==> src/rtl/if_id_pkg.sv <==
// Shared constants, entry type and width helper for the IF/ID fetch queue.
package if_id_pkg;

  localparam int          XLEN_DEFAULT = 32;
  localparam logic [31:0] NOP_INST     = 32'h0000_0013;  // addi x0, x0, 0

  typedef struct packed {
    logic [XLEN_DEFAULT-1:0] inst;
    logic [XLEN_DEFAULT-1:0] pc;
  } if_id_entry_t;

  // Occupancy needs to represent 0..depth inclusive.
  function automatic int count_width(input int depth);
    return $clog2(depth + 1);
  endfunction

endpackage

==> src/rtl/if_id_ring_mem.sv <==
// Register array backing the IF/ID queue: one synchronous write port and one
// asynchronous read port. Pointer and occupancy control lives in the parent.
module if_id_ring_mem
  import if_id_pkg::*;
#(
  parameter int  DEPTH   = 2,
  parameter int  AW      = 1,
  parameter type entry_t = if_id_entry_t
) (
  input  logic          clk,
  input  logic          we,
  input  logic [AW-1:0] waddr,
  input  entry_t        wdata,
  input  logic [AW-1:0] raddr,
  output entry_t        rdata
);

  entry_t mem [DEPTH];

  // NOTE: storage is deliberately not reset; the occupancy count alone decides
  // what is valid, and leaving the array unreset keeps it in plain flops.
  always_ff @(posedge clk) begin
    if (we) mem[waddr] <= wdata;
  end

  assign rdata = mem[raddr];

endmodule

==> src/rtl/if_id_queue.sv <==
// IF/ID fetch queue: DEPTH-entry circular buffer between fetch and decode with
// stall/flush on the decode side. Optional counters under IF_ID_QUEUE_PERF_EN.
module if_id_queue
  import if_id_pkg::*;
#(
  parameter int              XLEN     = XLEN_DEFAULT,
  parameter int              DEPTH    = 2,
  parameter logic [XLEN-1:0] NOP_INST = if_id_pkg::NOP_INST
) (
  input  logic                          clk,
  input  logic                          rst_n,
  input  logic                          in_valid,
  output logic                          in_ready,
  input  logic [XLEN-1:0]               in_inst,
  input  logic [XLEN-1:0]               in_pc,
  input  logic                          stall,
  input  logic                          flush,
  output logic                          out_valid,
  output logic [XLEN-1:0]               out_inst,
  output logic [XLEN-1:0]               out_pc,
`ifdef IF_ID_QUEUE_PERF_EN
  output logic [31:0]                   perf_stall_cycles,
  output logic [31:0]                   perf_flush_count,
`endif
  output logic [count_width(DEPTH)-1:0] count
);

  localparam int                CW         = count_width(DEPTH);
  localparam int                PW         = (DEPTH > 1) ? $clog2(DEPTH) : 1;
  localparam logic [CW-1:0]     FULL_COUNT = CW'(DEPTH);

  typedef struct packed {
    logic [XLEN-1:0] inst;
    logic [XLEN-1:0] pc;
  } entry_t;

  logic [PW-1:0] head;
  logic [PW-1:0] tail;
  logic          push;
  logic          pop;
  entry_t        wdata;
  entry_t        head_entry;

  // Power-of-two depth wraps by natural overflow; a single entry never moves.
  function automatic logic [PW-1:0] ptr_inc(input logic [PW-1:0] p);
    return (DEPTH == 1) ? '0 : p + 1'b1;
  endfunction

  // in_ready depends on registered count only, never on stall or flush.
  assign in_ready  = (count != FULL_COUNT);
  assign out_valid = (count != '0);
  assign push      = in_valid && in_ready && !flush;
  assign pop       = out_valid && !stall && !flush;
  assign wdata     = '{inst: in_inst, pc: in_pc};

  if_id_ring_mem #(
    .DEPTH   (DEPTH),
    .AW      (PW),
    .entry_t (entry_t)
  ) u_mem (
    .clk   (clk),
    .we    (push),
    .waddr (tail),
    .wdata (wdata),
    .raddr (head),
    .rdata (head_entry)
  );

  assign out_inst = out_valid ? head_entry.inst : NOP_INST;
  assign out_pc   = out_valid ? head_entry.pc   : '0;

  // NOTE: sequential state uses non-blocking assignments so every register
  // samples pre-edge values regardless of statement order.
  always_ff @(posedge clk or negedge rst_n) begin
    if (!rst_n) begin
      head  <= '0;
      tail  <= '0;
      count <= '0;
    end else if (flush) begin
      head  <= '0;
      tail  <= '0;
      count <= '0;
    end else begin
      if (push) tail <= ptr_inc(tail);
      if (pop)  head <= ptr_inc(head);
      if (push && !pop)      count <= count + 1'b1;
      else if (pop && !push) count <= count - 1'b1;
    end
  end

`ifdef IF_ID_QUEUE_PERF_EN
  always_ff @(posedge clk or negedge rst_n) begin
    if (!rst_n) begin
      perf_stall_cycles <= '0;
      perf_flush_count  <= '0;
    end else begin
      if (stall && out_valid && !flush && (perf_stall_cycles != '1))
        perf_stall_cycles <= perf_stall_cycles + 1'b1;
      if (flush && (perf_flush_count != '1))
        perf_flush_count <= perf_flush_count + 1'b1;
    end
  end
`endif

`ifndef SYNTHESIS
  a_count_bound : assert property (@(posedge clk) disable iff (!rst_n) count <= FULL_COUNT);
`endif

endmodule

==> config.mk <==
export PLATFORM = sky130hd
export DESIGN_NAME = if_id_queue
export DESIGN_NICKNAME = d
export VERILOG_FILES = /design/src/rtl/if_id_pkg.sv /design/src/rtl/if_id_ring_mem.sv /design/src/rtl/if_id_queue.sv
export SDC_FILE = /design/constraint.sdc
export NUM_CORES = 1
export LEC_CHECK = 0
export BUFFER_PORTS_ARGS = -buffer_cell sky130_fd_sc_hd__buf_2
export CAP_MARGIN = 20
export CORE_ASPECT_RATIO = 1.2
export CORE_UTILIZATION = 56
export DETAILED_ROUTE_END_ITERATION = 6
export PLACE_DENSITY = 0.8
export SKIP_LAST_GASP = 1
export SLEW_MARGIN = 20
export SYNTH_ARGS = -nofsm -noshare
export SYNTH_HDL_FRONTEND = slang
export SYNTH_SLANG_ARGS = --single-unit
==> constraint.sdc <==
create_clock -name clk -period 9.4 [get_ports clk]
set_input_delay 1.88 -clock clk [delete_from_list [all_inputs] [get_ports clk]]
set_output_delay 1.88 -clock clk [all_outputs]
set_load 0.02 [all_outputs]
Yosys cells after proc, flatten, opt, wreduce, memory -nomap -nowiden

Memory sizes are Yosys's and may differ from the RTL's.
Cells that the tools add are included.

Register bits: 4
Memory bits (writable): 128
Input bits: 69
Output and inout port bits: 68
Logic and storage cells: 34
Memories kept: 1

$add $sub $neg: 4
Eq/ne operators: 1
Muxes and demuxes: 11
Reduce and logical (&&, ||, !) cells: 14

Memories:

| name      | words | bits a word | read ports | clocked after memory_dff | write ports | line                 | text |
|---|---|---|---|---|---|---|---|
| u_mem.mem | 2     | 64          | 1          | 0                        | 1           | if_id_ring_mem.sv:18 | `entry_t mem [DEPTH];` |

Operators by type and width:

| kind                  | count |
|---|---|
| $mux W32              | 2 |
| $logic_and A1 B1 Y1   | 6 |
| $mux W1               | 6 |
| $mux W2               | 3 |
| $reduce_bool A2 Y1    | 3 |
| $logic_not A1 Y1      | 4 |
| $reduce_bool A3 Y1    | 1 |
| $add A1 B1 Y1 const B | 2 |
| $add A2 B1 Y2 const B | 1 |
| $ne A2 B2 Y1 const B  | 1 |
| $sub A2 B1 Y2 const B | 1 |

Longest topological paths before layout

Word-level depth: 8
Depth in mapped cells: 4

Cells and area by module

Synthesis repeated with hierarchy kept, for this count alone.

Cells, all modules: 299
Area, all modules: 5637.9 um^2

Modules (own cells, without submodules):

| module         | instances | cells an instance | area an instance (um^2) | seq. area each (um^2) |
|---|---|---|---|---|
| if_id_ring_mem | 1         | 201               | 4933.5                  | 3843.7 |
| if_id_queue    | 1         | 98                | 704.4                   | 100.1 |

Worst setup path before layout

Ideal clock, no wire load.

Kind: input-to-reg
Start point: in in_valid
End point: mem u_mem.mem[1][0] (netlist name) (enable)
Setup time: 0.578 ns
Data arrival time: 6.630 ns
Required time: 8.822 ns
Path slack: 2.192 ns
Stages on the path: 2
Path buffers: 0
Cells stage by stage: nand2_1 -> nor3b_1

Longest elaborated chain between the ends: 4

Ends and longest elaborated chain:

| what                             | line                 | text |
|---|---|---|
| start, declared                  | if_id_queue.sv:12    | `input logic in_valid,` |
| $logic_and A1 B1 Y1 (2 in a row) | if_id_queue.sv:52    | `assign push = in_valid && in_ready && !flush;` |
| $mux W1                          | if_id_ring_mem.sv:23 | `if (we) mem[waddr] <= wdata;` |
| $mux W1 (not written as such)    | if_id_ring_mem.sv:23 |  |
| end, declared                    | if_id_ring_mem.sv:18 |  |

No other way between the ends.

Worst setup path after layout

Start point: reg count[1]
End point: out out_pc[24]

Longest elaborated chain between the ends: 2

Ends and longest elaborated chain:

| what                   | line              | text |
|---|---|---|
| start, declared        | if_id_queue.sv:25 | `output logic [count_width(DEPTH)-1:0] count` |
| start signal, assigned | if_id_queue.sv:86 | `if (push && !pop) count <= count + 1'b1;` |
| start signal, assigned | if_id_queue.sv:87 | `else if (pop && !push) count <= count - 1'b1;` |
| $reduce_bool A2 Y1     | if_id_queue.sv:51 | `assign out_valid = (count != '0);` |
| $mux W32               | if_id_queue.sv:70 | `assign out_pc = out_valid ? head_entry.pc : '0;` |
| end, declared          | if_id_queue.sv:20 | `output logic [XLEN-1:0] out_pc,` |

No other way between the ends.

==> results.cfg <==
[status]
status = finished, final reports clean

[worst_hold_path]
min_from = tail$_DFFE_PN0P_
min_path_cells = 2
min_path_type = reg -> reg
hold_end = tail$_DFFE_PN0P_

[floorplan]
coreArea_um2 = 8660
die_h_um = 106
dieArea_um2 = 9410
ioPinCount = 137
initial_core_util_pct = 58.4
rows = 37
die_w_um = 88.7

[power_and_ir_drop]
power_density_nw_per_um2 = 227
leakage_nw = 2.47
switchingPower_mw = 0.312
peakVddDrop_mv = 0.194
clockPowerShare_pct = 44.3
p_int_mw = 1.15
power.share.combinational_pct = 8.6
switching_share_pct = 21.4
sequentialPowerShare_pct = 47.1

[yosys]
synth_cell_type_count = 21
synth_top_area_share_pct = 76.1
synth-seq-cells = 132
yosysWarnings = 0
syn_area_um2 = 5050
yosysSeqAreaShare_pct = 78.0
syn_nets = 366
synth_area_leader_cell = edfxtp_1
syn_inst = 297
synth.area.top_cells = edfxtp_1, mux2i_1, nor2_1
avgSynthCellArea_um2 = 17.0

[grt]
grt_max_degree = 67
antenna_found_initial = 0
use_met1_pct = 21.7
gr-usage-met3_pct = 7.07
grt-ovfl-total = 0
met2_usage_pct = 35.7
busiest_layer = met2
track_usage_pct = 20.2
grt_pass1_wl_mm = 13.5
grt_pass1_vias = 2917

[setup_path]
cp.arrival_ps = 2330
crit_chain = nor2_4 > buf_4 > nor2_1 > buf_2
crit_fanout = 34
required_ps = 7520
max_stage_delay_ps = 600
regToRegSetupSlack_ps = 7270
r2r-end = u_mem.mem[1][50]$_DFFE_PP_
cpMaxStageDelayCell = nor2_4
start_kind = register
crit_type = reg -> out
cp-end-kind = output pin
r2r_start = count[1]$_DFFE_PN0P_
reg2regPathDepth = 5

[sta]
period_share_pct = 44.7
rsz0062_at_grt = no
slew_violations = 0
max_freq_mhz = 238
setup_violations = 0
post-route-min-period_ps = 4210
hold_violations = 0
tightest_slew_ps = 1120
worst_slew_margin_rel_pct = 25.2
fin_skew_ps = 5.84
setup_tns_ps = 0

[placement]
place_area_um2 = 5830
place.gp.congestion = 0.788
io_buffers = 136
dp_hpwl_mm = 5.75

[final_layout]
area_growth_pct = 27.0
n_antenna_cell = 0
design_area_um2 = 6420
layout-drive-gt1-share_pct = 37.4
layout.nets = 512

[clock_tree]
clk_latency_ps = 500
cts_tree = yes
root_buffer = clkbuf_8
cts_setup_buffers = 0
clockBufferDepth = 2
cts_buffers = 17
cts_sinks = 132
cts_resized = 0
cts_max_level = 4
cts.clk_slew.worst_paths_ps = 50
hold_buffers = 0

[detailed_routing]
num_vias = 2934
routed_wl_mm = 9.07
viasPerCell = 5.13
dr.pass1.iters = 4
drc = 0
drtIter0Drc = 154
wire_per_inst_um = 15.9
antenna_left = 0

[flow_run]
cap_viol_max_count = 0
==> critical path, delay by kind of cell, from the launching register on <==
family	cells	cell delay [ps]
DFF	1	450
and+or+nand+nor	2	720
buffers and inverters	2	640
==> layout by cell type, fill, tap and decap left out, types with 2 or more instances in the layout <==
master	instances
buf_2	136
edfxtp_1	128
mux2i_1	64
nor2_1	62
clkbuf_16	16
nand2_1	5
bufinv_16	4
clkbuf_1	4
buf_4	4
inv_1	3
o21ai_0	3
a21oi_1	3
dfrtp_1	3
nand3_1	2
or3_1	2
clkinv_2	2
clkinvlp_4	2
==> layer usage <==
layer | up-vias | part of all wire (%)
li1 | 1401 | -
met1 | 1430 | 39
met2 | 95 | 55
met3 | 8 | 4.4
met4 | 0 | 1.3
met5 | - | 0
==> synthesized netlist by cell type <==
cell type,instances
edfxtp_1,128
mux2i_1,64
nor2_1,62
buf_2,7
buf_6,5
nand2_1,5
dfrtp_1,4
a21oi_1,3
inv_1,3
o21ai_0,3
nand3_1,2
or3_1,2
a211o_1,1
a31oi_1,1
and3b_1,1
buf_4,1
nand2b_1,1
nor2_2,1
nor2b_1,1
nor3_1,1
nor3b_1,1
==> power by group through the flow <==
stage | Clock (mW) | Sequential (mW) | Combinational (mW)
after detailed placement | 0 | 0.698 | 0.126
after global routing | 0.684 | 0.688 | 0.137
after global placement | 0 | 0.697 | 0.123
final | 0.646 | 0.686 | 0.126
after floorplan | 0 | 0.690 | 0.0864
after CTS | 0.656 | 0.686 | 0.127
==> logic make-up (layout without fill, tap and decap cells) <==
| kind of cell | after synthesis | in the layout | share of synthesized area, % |
|---|---|---|---|
| muxes | 64 | 64 | 12.7 |
| AOI/OAI and AO/OA | 8 | 8 | 0.891 |
| buffers and inverters | 16 | 174 | 2.18 |
| DFF | 132 | 132 | 78.0 |
| and+or+nand+nor | 77 | 77 | 6.21 |
==> how the worst max path moves through the flow <==
stage | start | end | slack (ps) | cells after the start
after floorplan | in_valid | u_mem.mem[1][0]$_DFFE_PP_ | 2190 | 2
after global placement | count[1]$_DFFE_PN0P_ | out_pc[31] | 5740 | 4
after detailed placement | count[1]$_DFFE_PN0P_ | out_pc[5] | 5710 | 4
after CTS | count[1]$_DFFE_PN0P_ | out_pc[24] | 5150 | 4
after global routing | count[1]$_DFFE_PN0P_ | out_pc[24] | 5040 | 4
final | count[1]$_DFFE_PN0P_ | out_pc[24] | 5190 | 4
==> flip-flops by register name, summed over array words and instances (netlist names) <==
name	flops
tail	1
head	1
count	2
u_mem.mem	128
==> final cells by class <==
type | instances | area, µm²
fillers | 583 | 2240
multi-input cells | 149 | 1010
flip-flops and latches | 132 | 3950
well taps | 117 | 146
repair buffers | 140 | 711
clock buffers | 21 | 429
inverters | 3 | 11.3
clock inverters | 10 | 158
==> stage by stage <==
stage               worst slack (ps)  cells  total power [mW]  hold WS [ps]  utilization [%]
floorplan                       2190    297             0.776           519                -
global placement                5740    541             0.820           566             67.4
detailed placement              5710    541             0.824           602             67.4
CTS                             5150    572              1.47           615             74.1
global route                    5040    572              1.51           657             74.1
finish                          5190    572              1.46           607             74.1
Power figures use the tool's default switching activity.
